[config.mk]
export PLATFORM = sky130hd
export DESIGN_NAME = segment_transition_ctl
export DESIGN_NICKNAME = d
export VERILOG_FILES = /design/src/rtl/segment_transition_ctl.sv
export SDC_FILE = /design/constraint.sdc
export NUM_CORES = 1
export LEC_CHECK = 0
export CORE_MARGIN = 5
export CORE_UTILIZATION = 30
export CTS_CLUSTER_SIZE = 12
export DETAILED_ROUTE_END_ITERATION = 8
export PLACE_DENSITY = 0.58
export SETUP_SLACK_MARGIN = 0.2
export SLEW_MARGIN = 40
export SYNTH_ARGS = -nofsm -noshare
export SYNTH_HDL_FRONTEND = slang
export SYNTH_SLANG_ARGS = --single-unit
[constraint.sdc]
create_clock -name CLK -period 4.4 [get_ports CLK]
set_input_delay 0.88 -clock CLK [delete_from_list [all_inputs] [get_ports CLK]]
set_output_delay 0.88 -clock CLK [all_outputs]
set_load 0.02 [all_outputs]
[src/rtl/segment_transition_ctl.sv]
// segment_transition_ctl
// Decides when a sequencer's read segment changes and when playback stops.
// A request (segment, trigger mode, trigger argument, repeat count) is latched
// on UPDATE_SETTINGS and held pending until its trigger condition fires. The
// segment that is already playing keeps its run behaviour while a request is
// pending.
module segment_transition_ctl #(
  parameter int NUM_SEGMENT    = 2,
  parameter int IDX_WIDTH      = 15,
  parameter int SYS_TIME_WIDTH = 56,
  parameter int REP_WIDTH      = 16,
  parameter int NUM_GPIO       = 4
) (
  input  logic                           CLK,
  input  logic                           RST_N,
  input  logic                           UPDATE_SETTINGS,
  input  logic [$clog2(NUM_SEGMENT)-1:0] REQ_RD_SEGMENT,
  input  logic [7:0]                     TRANSITION_MODE,
  input  logic [63:0]                    TRANSITION_VALUE,
  input  logic [REP_WIDTH-1:0]           REP,
  input  logic [SYS_TIME_WIDTH-1:0]      SYS_TIME,
  input  logic [NUM_GPIO-1:0]            GPIO_IN,
  input  logic                           IDX_WRAP,
  output logic [$clog2(NUM_SEGMENT)-1:0] SEGMENT,
  output logic                           STOP,
  output logic                           SWAP,
  output logic                           BUSY,
  output logic                           ERR
);

  localparam int SEG_W  = $clog2(NUM_SEGMENT);
  localparam int GPIO_W = (NUM_GPIO > 1) ? $clog2(NUM_GPIO) : 1;

  localparam logic [7:0] MODE_SYNC_IDX = 8'h00;
  localparam logic [7:0] MODE_SYS_TIME = 8'h01;
  localparam logic [7:0] MODE_GPIO     = 8'h02;
  localparam logic [7:0] MODE_EXT      = 8'hF0;

  // Run behaviour of the segment currently playing. A pending request
  // (WAIT) is tracked by busy_q on top of this, because the old segment
  // keeps counting/rotating until the swap actually happens.
  localparam logic [1:0] ST_IDLE       = 2'd0;
  localparam logic [1:0] ST_RUN_FINITE = 2'd1;
  localparam logic [1:0] ST_RUN_INF    = 2'd2;
  localparam logic [1:0] ST_RUN_EXT    = 2'd3;

  logic [1:0]                state_q, state_d;
  logic [SEG_W-1:0]          seg_q, seg_d;
  logic                      stop_q, stop_d;
  logic                      swap_q, swap_d;
  logic                      busy_q, busy_d;
  logic                      err_q, err_d;
  logic [REP_WIDTH:0]        cnt_q, cnt_d;
  logic [REP_WIDTH-1:0]      rep_q, rep_d;
  logic [SEG_W-1:0]          req_seg_q, req_seg_d;
  logic [7:0]                req_mode_q, req_mode_d;
  logic [63:0]               req_val_q, req_val_d;
  logic [REP_WIDTH-1:0]      req_rep_q, req_rep_d;
  logic [NUM_GPIO-1:0]       gpio_prev_q, gpio_prev_d;

  logic                      mode_ok_s;
  logic                      seg_ok_s;
  logic [GPIO_W-1:0]         gpio_sel_s;
  logic                      gpio_edge_s;
  logic                      cond_s;
  logic                      swap_cond_s;
  logic [REP_WIDTH:0]        cnt_inc_s;
  logic [REP_WIDTH:0]        rep_lim_s;
  logic [SEG_W-1:0]          seg_next_s;
  logic                      idx_unused_s;

  assign idx_unused_s = ^{req_val_q[63:SYS_TIME_WIDTH], (IDX_WIDTH > 0)};

  // Request validation, trigger evaluation and loop-count helpers.
  always_comb begin
    mode_ok_s   = (TRANSITION_MODE == MODE_SYNC_IDX) || (TRANSITION_MODE == MODE_SYS_TIME) ||
                  (TRANSITION_MODE == MODE_GPIO)     || (TRANSITION_MODE == MODE_EXT);
    seg_ok_s    = ({1'b0, REQ_RD_SEGMENT} < (SEG_W+1)'(NUM_SEGMENT));
    gpio_sel_s  = GPIO_W'(req_val_q[7:0] % 8'(NUM_GPIO));
    gpio_edge_s = GPIO_IN[gpio_sel_s] & ~gpio_prev_q[gpio_sel_s];
    case (req_mode_q)
      MODE_SYNC_IDX: cond_s = IDX_WRAP;
      MODE_EXT:      cond_s = IDX_WRAP;
      MODE_SYS_TIME: cond_s = (SYS_TIME >= req_val_q[SYS_TIME_WIDTH-1:0]);
      MODE_GPIO:     cond_s = gpio_edge_s;
      default:       cond_s = 1'b0;
    endcase
    swap_cond_s = busy_q & cond_s;
    cnt_inc_s   = cnt_q + (REP_WIDTH+1)'(1);
    rep_lim_s   = {1'b0, rep_q} + (REP_WIDTH+1)'(1);
    if (seg_q == SEG_W'(NUM_SEGMENT - 1)) begin
      seg_next_s = '0;
    end else begin
      seg_next_s = seg_q + SEG_W'(1);
    end
  end

  // Next-state: swap has priority over old-segment run behaviour; a new
  // request is latched independently so it can follow a completing swap.
  always_comb begin
    state_d     = state_q;
    seg_d       = seg_q;
    stop_d      = stop_q;
    swap_d      = 1'b0;
    busy_d      = busy_q;
    err_d       = err_q;
    cnt_d       = cnt_q;
    rep_d       = rep_q;
    req_seg_d   = req_seg_q;
    req_mode_d  = req_mode_q;
    req_val_d   = req_val_q;
    req_rep_d   = req_rep_q;
    gpio_prev_d = GPIO_IN;

    if (swap_cond_s) begin
      seg_d  = req_seg_q;
      swap_d = 1'b1;
      busy_d = 1'b0;
      stop_d = 1'b0;
      cnt_d  = '0;
      rep_d  = req_rep_q;
      if (req_mode_q == MODE_EXT) begin
        state_d = ST_RUN_EXT;
      end else if (&req_rep_q) begin
        state_d = ST_RUN_INF;
      end else begin
        state_d = ST_RUN_FINITE;
      end
    end else begin
      case (state_q)
        ST_RUN_FINITE: begin
          if (IDX_WRAP && !stop_q) begin
            cnt_d = cnt_inc_s;
            if (cnt_inc_s == rep_lim_s) begin
              stop_d = 1'b1;
            end else begin
              stop_d = stop_q;
            end
          end else begin
            cnt_d = cnt_q;
          end
        end
        ST_RUN_EXT: begin
          if (IDX_WRAP) begin
            seg_d  = seg_next_s;
            swap_d = 1'b1;
          end else begin
            seg_d  = seg_q;
          end
        end
        ST_RUN_INF: state_d = state_q;
        ST_IDLE:    state_d = state_q;
        default:    state_d = ST_IDLE;
      endcase
    end

    if (UPDATE_SETTINGS) begin
      if (mode_ok_s && seg_ok_s) begin
        req_seg_d  = REQ_RD_SEGMENT;
        req_mode_d = TRANSITION_MODE;
        req_val_d  = TRANSITION_VALUE;
        req_rep_d  = REP;
        busy_d     = 1'b1;
        err_d      = 1'b0;
      end else begin
        err_d      = 1'b1;
      end
    end else begin
      err_d = err_q;
    end
  end

  // State registers with synchronous active-low reset.
  always_ff @(posedge CLK) begin
    if (!RST_N) begin
      state_q     <= ST_IDLE;
      seg_q       <= '0;
      stop_q      <= 1'b0;
      swap_q      <= 1'b0;
      busy_q      <= 1'b0;
      err_q       <= 1'b0;
      cnt_q       <= '0;
      rep_q       <= '0;
      req_seg_q   <= '0;
      req_mode_q  <= 8'h00;
      req_val_q   <= 64'h0;
      req_rep_q   <= '0;
      gpio_prev_q <= '0;
    end else begin
      state_q     <= state_d;
      seg_q       <= seg_d;
      stop_q      <= stop_d;
      swap_q      <= swap_d;
      busy_q      <= busy_d;
      err_q       <= err_d;
      cnt_q       <= cnt_d;
      rep_q       <= rep_d;
      req_seg_q   <= req_seg_d;
      req_mode_q  <= req_mode_d;
      req_val_q   <= req_val_d;
      req_rep_q   <= req_rep_d;
      gpio_prev_q <= gpio_prev_d;
    end
  end

  assign SEGMENT = seg_q;
  assign STOP    = stop_q;
  assign SWAP    = swap_q;
  assign BUSY    = busy_q;
  assign ERR     = err_q;

endmodule

* After elaboration in Yosys (flattened, before gate mapping)
Cells that the tools add are included.
** Word-level totals
- Word-level logic and storage cells :: 65
- Register bits :: 125
- Output and inout bits :: 5
** Operators by class
- Equal/unequal tests :: 9
- Bitwise gates (word level) :: 4
- Reduce and logical (&&, ||, !) cells :: 16
- $add $sub $neg :: 3
- Multiplexer cells :: 18
- Magnitude comparators :: 2
** Operators with widths (number)
- 56-bit >= comparator :: 1
- 16-bit by 1-bit adder with 17-bit output (second input constant) :: 1
- 17-bit by 1-bit adder with 17-bit output (second input constant) :: 1
- 17-bit == test :: 1
- 8-bit by 1-bit == test with 1-bit output (second input constant) :: 2
- 8-bit by 2-bit == test with 1-bit output (second input constant) :: 2
- 8-bit == test (second input constant) :: 2
- 8-bit logical NOT :: 2
- 16-bit AND reduction :: 1
- 1-bit 2-to-1 mux :: 13
- 2-bit AND reduction :: 3
- 1-bit binary-select mux with 2-bit select :: 2
- 2-bit 2-to-1 mux :: 2
- 2-bit nonzero test :: 2
- 2-bit OR reduction :: 2
- 1-bit logical OR :: 3
- 2-bit by 3-bit < comparator with 1-bit output (second input constant) :: 1
- 1-bit one-hot mux with 3 select lines :: 1
- 3-bit AND reduction :: 1
- 1-bit bitwise AND :: 2
- 2-bit by 1-bit == test with 1-bit output (second input constant) :: 1
- 2-bit == test (second input constant) :: 1
- 1-bit inverter :: 2
- 1-bit adder (second input constant) :: 1
- 2 further kinds :: 2

* Depth between registers and ports, before layout
Gate-level depths: netlist (run 1).
- Depth after elaboration :: 9
- Mapped depth :: 11
- Gate-level depth less buffers :: 9

* Worst setup path after synthesis (run 1)
OpenSTA, ideal clock, no wires.
- Kind :: input to register
- Start point :: in SYS_TIME[41]
- End point :: reg rep_q[10]
- Path slack :: 1.510 ns
- Buffers on the path :: 2
- Arrival time :: 2.772 ns
- Setup time :: 0.118 ns
- Cell stages on the path :: 10
- Required time :: 4.282 ns
- Path through :: ha_1 -> a21o_1 -> a21o_1 -> a221oi_2 -> o211ai_1 -> a211o_1 -> o211a_1 -> buf_6 -> buf_12 -> mux2i_1
** On the way
- Longest elaborated chain between the ends :: 3
** Ends and longest elaborated chain
- from (decl) :: RTL line 21 : input logic [SYS_TIME_WIDTH-1:0] SYS_TIME,
- 56-bit >= comparator :: RTL line 84 : MODE_SYS_TIME: cond_s = (SYS_TIME >= req_val_q[SYS_TIME_WIDTH-1:0]);
- 1-bit one-hot mux with 3 select lines :: RTL line 81 : case (req_mode_q)
- 1-bit bitwise AND :: RTL line 88 : swap_cond_s = busy_q & cond_s;
- to (signal assigned) :: RTL line 197 : rep_q <= rep_d;
- to (decl) :: RTL line 54 : logic [REP_WIDTH-1:0] rep_q, rep_d;
No other way between the ends.
A chain may end at the register's enable or synchronous reset.

* Final worst setup path (run 1)
- Start point :: in SYS_TIME[53]
- End point :: reg rep_q[15]
Same word-level chain as after synthesis.

==> summary.txt, run 1 <==
Synth
  – Post-Syn Area: 7070 sq um
  – Synthesized instance count: 860
  – Netlist cell types: 56
  – Register area share after synthesis: 35.4%
  – Syn avg cell area: 8.23 sq um
  – EDFF count, synth: 0
  – Area contributors post-synth: dfxtp_1, nand2_1, ha_1, a21boi_0, xnor2_1
  – Yosys warnings: 0
  – FF+latch count, synth: 125
  – Main synth FF type: dfxtp_1
  – Area leader, netlist: dfxtp_1
  – Ys async rst share: 0%
  – Post-synthesis net count: 1,071
  – Most frequent cell after synthesis: nand2_1
  – Synth top cells by count: nand2_1, dfxtp_1, a21boi_0, ha_1, inv_1
  – Area share of the largest cell type after synthesis: 35.4%

Critical path
  – WP data arrival: 3.49 ns
  – Worst R2R Path Depth: 10
  – Required @ worst endpoint: 4.73 ns
  – Crit end category: flop
  – Crit path launch type: input port
  – Crit Path Max Fanout: 17
  – Critical path's largest stage delay: 0.46 ns
  – CP max-delay cell: nor4_1
  – Crit path top cell by count: nand4_1
  – Crit Path Class: input port to flop
  – Crit-path cells: clkdlybuf4s50_1, ha_1, nand4_1, nor4_1, nand4_1, nor3_1, o2bb2ai_1, o211a_1, buf_4, mux2i_1

Die
  – Core footprint: 23,300 sq um
  – Initial Util: 30.3%
  – DIE WIDTH: 164 um
  – Top Ports: 158
  – Die area: 26,800 sq um
  – Row count: 56
  – Die H: 164 um

Detailed routing
  – Iter 0 DRT Violations: 217
  – Via count: 6,007
  – # DRC: 0
  – Antenna viol nets, final: 0
  – WL final: 17.9 mm
  – Via density: 4.53
  – Pre-antenna DRT Iters: 4
  – Post-DR wirelength/cell: 13.5 um

STA
  – Worst relative slew slack: 57.2%
  – Final hold slack: 0.461 ns
  – F_max: 0.317 GHz
  – Slew at the pin closest to its max-slew limit: 0.636 ns
  – Fin crit share: 71.7%
  – Setup violations, final: 0
  – Min Tclk post-route: 3.16 ns
  – Final Max Tran Viols: 0
  – Setup tns final: 0 ns
  – Final worst slack: 1.24 ns
  – Unrepaired setup endpoints after global routing: no
  – Final hold vios: 0
  – Clk_skew: 0.0119 ns

GRT
  – Number of global-route vias before repair: 6,034
  – Gr ovfl total: 0
  – Global Route Usage Sum: 13.7%
  – First-pass GRT wire length: 29.5 mm
  – Layer with the highest usage: met2
  – Met3 Use GR: 4.57%
  – Largest net degree at the start of global routing: 66
  – Initial antenna violation count: 0
  – Met2 GRT Util: 22.5%
  – Global-route track usage on met1: 17.4%

Min path
  – Hold/Removal Path Class: flop to flop
  – Hold depth: 2

Placed design
  – GPL Wtd Cong: 0.862
  – Pre-CTS WS: 0.784 ns
  – DPL Wire Length: 13.6 mm
  – Port Buffers: 149

Clocking
  – Setup bufs post-CTS: 0
  – Post-cts repair resize count: 0
  – Clock tree sinks: 125
  – Clock Latency Late Sink: 0.41 ns
  – CTS tree: yes
  – Root buffer cell: clkbuf_16
  – H-Tree Depth: 4
  – CTS Hold Bufs: 0
  – Num CTS Buffers: 17
  – Clk buf depth: 2
  – Clk slew on worst S/H paths: 0.06 ns

Layout
  – ANT cells: 0
  – Register area: 2500 sq um
  – Area delta synth->final: 34.1%
  – Final core utilization: 40.6%
  – Nets: 1,206
  – Layout cell share with drive strength beyond 1: 5.46%
  – Fillers: 2,372
  – Multi-input gate area: 4160 sq um

Power and ir drop
  – Leak pwr: 3.38 nW
  – Power density over the cells: 303 nW/um^2
  – Peak supply drop: 257 uV

Outcome
  – Status: finished clean

Run
  – MaxCap Viol Count: 0
layer usage:
metal	vias to the layer above	wire length (um)
li1	3183	-
met1	2722	8280
met2	91	8440
met3	11	1030
met4	0	167
met5	-	0
state kept, by name, indices dropped and copies added (netlist names):
name and flops:
req_val_q 56, cnt_q 17, rep_q 16, req_rep_q 16
req_mode_q 8, gpio_prev_q 4, state_q 2, BUSY 1
ERR 1, SEGMENT 1, STOP 1, SWAP 1
req_seg_q 1
critical path, delay by kind of cell:
kind | cells | cell delay [ns]
AOI/OAI and AO/OA | 2 | 0.37
muxes | 1 | 0.22
and+or+nand+nor | 4 | 1.00
adders and majority gates | 1 | 0.30
buffers and inverters | 2 | 0.70
logic make-up (layout without fill, tap and decap cells):
logic type,Yosys count,in the layout,share of synthesized area [%]
and+or+nand+nor,348,348,22.9
DFF,125,125,35.4
muxes,21,21,3.15
adders and majority gates,58,58,10.3
xor gates and xnor gates,58,58,7.18
AOI/OAI and AO/OA,149,149,15.1
buffers and inverters,101,249,6.07
final timing paths:
check	start	end	slack, ns
worst max-delay path	SYS_TIME[53]	rep_q[15]	1.24
worst min-delay path	req_seg_q	SEGMENT	0.46
worst max register to register	req_val_q[53]	rep_q[15]	1.75
worst min register to register	req_seg_q	SEGMENT	0.46
stage by stage:
stage,instance area [sq um],cells,power (mW)
global route,9480,1327,3.00
global placement,8850,1295,1.41
CTS,9480,1327,2.92
detailed placement,8850,1295,1.41
finish,9480,1327,2.88
floorplan,7070,860,1.25
cell usage in the layout, fill, tap and decap left out, types with 5 or more instances in the layout:
cell,synthesis,final
nor2_1,15,15
nor4_1,13,12
o21ai_0,12,12
clkbuf_16,0,17
clkinvlp_4,0,5
and3_1,24,24
nand4_1,24,24
a21oi_1,23,23
a21o_1,13,13
and2_1,5,5
buf_4,0,10
clkdlybuf4s50_1,0,148
xnor2_1,40,40
nand2b_1,7,7
and4_1,6,6
nor3_1,7,7
nand2_1,216,216
ha_1,58,58
nand3_1,16,16
xor2_1,18,18
mux2i_1,20,20
inv_1,57,57
dfxtp_1,125,125
a21boi_0,77,77
area by class of cell:
cell class	instances	share of cell area [%]
Timing Repair Buffer	159	16.6
Tap cell	319	4.21
Clock buffer	22	4.89
Sequential cell	125	26.4
Inverter	58	2.30
Multi-Input combinational cell	634	43.9
Clock inverter	10	1.72
power by group:
part / switching [mW] / total (mW) / internal (mW)
sequential: 0.00242 / 1.14 / 1.14
clock: 0.512 / 1.49 / 0.978
combinational: 0.0843 / 0.247 / 0.163
Note: power is estimated with default switching activity, not from simulation.
==> run 2: changes to the inputs <==
Clock period 4.4 ns to 3.25 ns, I/O delays scaled along.
==> summary.txt, run 2 (synthesized netlist as in run 1, its figures left out) <==
Critical path
  – Crit Path Max Fanout: 21
  – Worst R2R Path Depth: 10
  – FF-to-FF End: state_q[0]
  – Crit Path Class: input port to flop
  – WP data arrival: 3.13 ns
  – Crit path launch type: input port
  – Crit end category: flop
  – Required @ worst endpoint: 3.58 ns
  – Reg2reg start: req_val_q[41]
  – R2R setup slack: 0.77 ns

STA
  – Clk_skew: 0.0135 ns
  – Fin crit share: 86.0%
  – Min Tclk post-route: 2.79 ns
  – Final hold slack: 0.459 ns
  – Final worst slack: 0.455 ns
  – Final hold vios: 0
  – Slew at the pin closest to its max-slew limit: 0.647 ns
  – Setup violations, final: 0
  – F_max: 0.358 GHz
  – Setup tns final: 0 ns
  – Worst relative slew slack: 56.5%
  – Unrepaired setup endpoints after global routing: no
  – Final Max Tran Viols: 0

Clocking
  – Post-cts repair resize count: 0
  – Clock Latency Late Sink: 0.41 ns
  – Root buffer cell: clkbuf_16
  – Clock tree sinks: 125
  – Setup bufs post-CTS: 0
  – Clk buf depth: 2
  – CTS tree: yes
  – Clk slew on worst S/H paths: 0.06 ns
  – Num CTS Buffers: 17
  – CTS Hold Bufs: 0
  – H-Tree Depth: 4

GRT
  – Gr ovfl total: 0
  – Initial antenna violation count: 0
  – First-pass GRT wire length: 29.5 mm
  – Number of global-route vias before repair: 5,988
  – Largest net degree at the start of global routing: 56
  – Global Route Usage Sum: 13.6%

Min path
  – Hold/Removal Path Class: flop to flop
  – Hold depth: 2
  – Hold path startpoint: req_val_q[22]
  – Hold Crit Endpoint: req_val_q[22]

Layout
  – Fillers: 2,414
  – Max reg flops: 56
  – Nets: 1,211
  – Finished Layout Cells: 1,332
  – Largest registers: req_val_q: 56 flops, cnt_q: 17 flops
  – Layout cell share with drive strength beyond 1: 6.02%
  – Largest Register: req_val_q
  – Most common cell after layout, fill and taps aside: nand2_1
  – Most frequent cells in the layout: nand2_1, clkdlybuf4s50_1, dfxtp_1
  – ANT cells: 0
  – Area delta synth->final: 35.4%

Placed design
  – DPL Wire Length: 13.7 mm
  – Pre-CTS WS: 0.00516 ns
  – GPL Wtd Cong: 0.864
  – Port Buffers: 149
  – Placed Instances: 1,300

Detailed routing
  – Post-DR wirelength/cell: 13.3 um
  – Pre-antenna DRT Iters: 4
  – Antenna viol nets, final: 0
  – # DRC: 0
  – Iter 0 DRT Violations: 232
  – WL final: 17.8 mm
  – Via count: 6,061
  – Via density: 4.55

Die
  – Top Ports: 158
  – Core footprint: 23,300 sq um
  – Initial Util: 30.3%
  – Die area: 26,800 sq um
  – Row count: 56
  – Die H: 164 um
  – DIE WIDTH: 164 um

Power and ir drop
  – Peak supply drop: 409 uV
  – Power density over the cells: 409 nW/um^2
  – Leak pwr: 3.43 nW
  – Total chip power: 3.92 mW

Run
  – MaxCap Viol Count: 0

Outcome
  – Status: finished clean
[run 2: changes by cell type in the layout (fill, tap and decap cells not counted), moves of 2 or more]
cell / delta
clkbuf_1: -2
clkinvlp_4: -2
clkinv_4: +4
buf_12: +3
[run 2: routing by layer]
metal  up-vias  track usage [%]  wire (um)
met4         0             2.90        182
met1      2748             17.2       8060
met2        99             22.5       8500
met5         -                0          0
met3        13             4.67       1020
li1       3201                -          -
[run 2: power by group]
| part | switching [mW] | internal, mW |
|---|---|---|
| combinational | 0.113 | 0.223 |
| sequential | 0.00332 | 1.54 |
| clock | 0.704 | 1.33 |
[run 2: critical path, stage by stage]
cell and delay, ns:
clkdlybuf4s50_1 0.41, ha_1 0.31, a21o_1 0.18, a21o_1 0.18, a221oi_2 0.26, o211ai_1 0.14, a211o_1 0.36, o211ai_1 0.18
buf_4 0.27, mux2i_1 0.20
[run 2: cell type report]
class	instances	area (sq um)	share of cell area (%)
repair buffers	164	1660	17.3
well taps	319	399	4.17
inverters	58	218	2.27
clock inverters	12	186	1.95
clock buffers	20	457	4.77
multi-input cells	634	4160	43.4
flip-flops and latches	125	2500	26.1
[run 2: worst max-delay path by stage]
stage | start | end | slack (ns) | cells after the start
after floorplan | SYS_TIME[41] | rep_q[10] | 0.59 | 10
after global placement | SYS_TIME[43] | rep_q[6] | 0.02 | 11
after detailed placement | SYS_TIME[50] | rep_q[1] | 0.005 | 10
after CTS | SYS_TIME[43] | rep_q[7] | 0.41 | 11
after global routing | SYS_TIME[49] | rep_q[1] | 0.23 | 10
final | SYS_TIME[41] | state_q[0] | 0.46 | 10
[run 2: per-stage QoR]
stage / util (%) / area (sq um)
global placement: 38.2 / 8920
global route: 41.0 / 9580
detailed placement: 38.3 / 8930
CTS: 41.0 / 9580
floorplan: - / 7070
finish: 41.0 / 9580
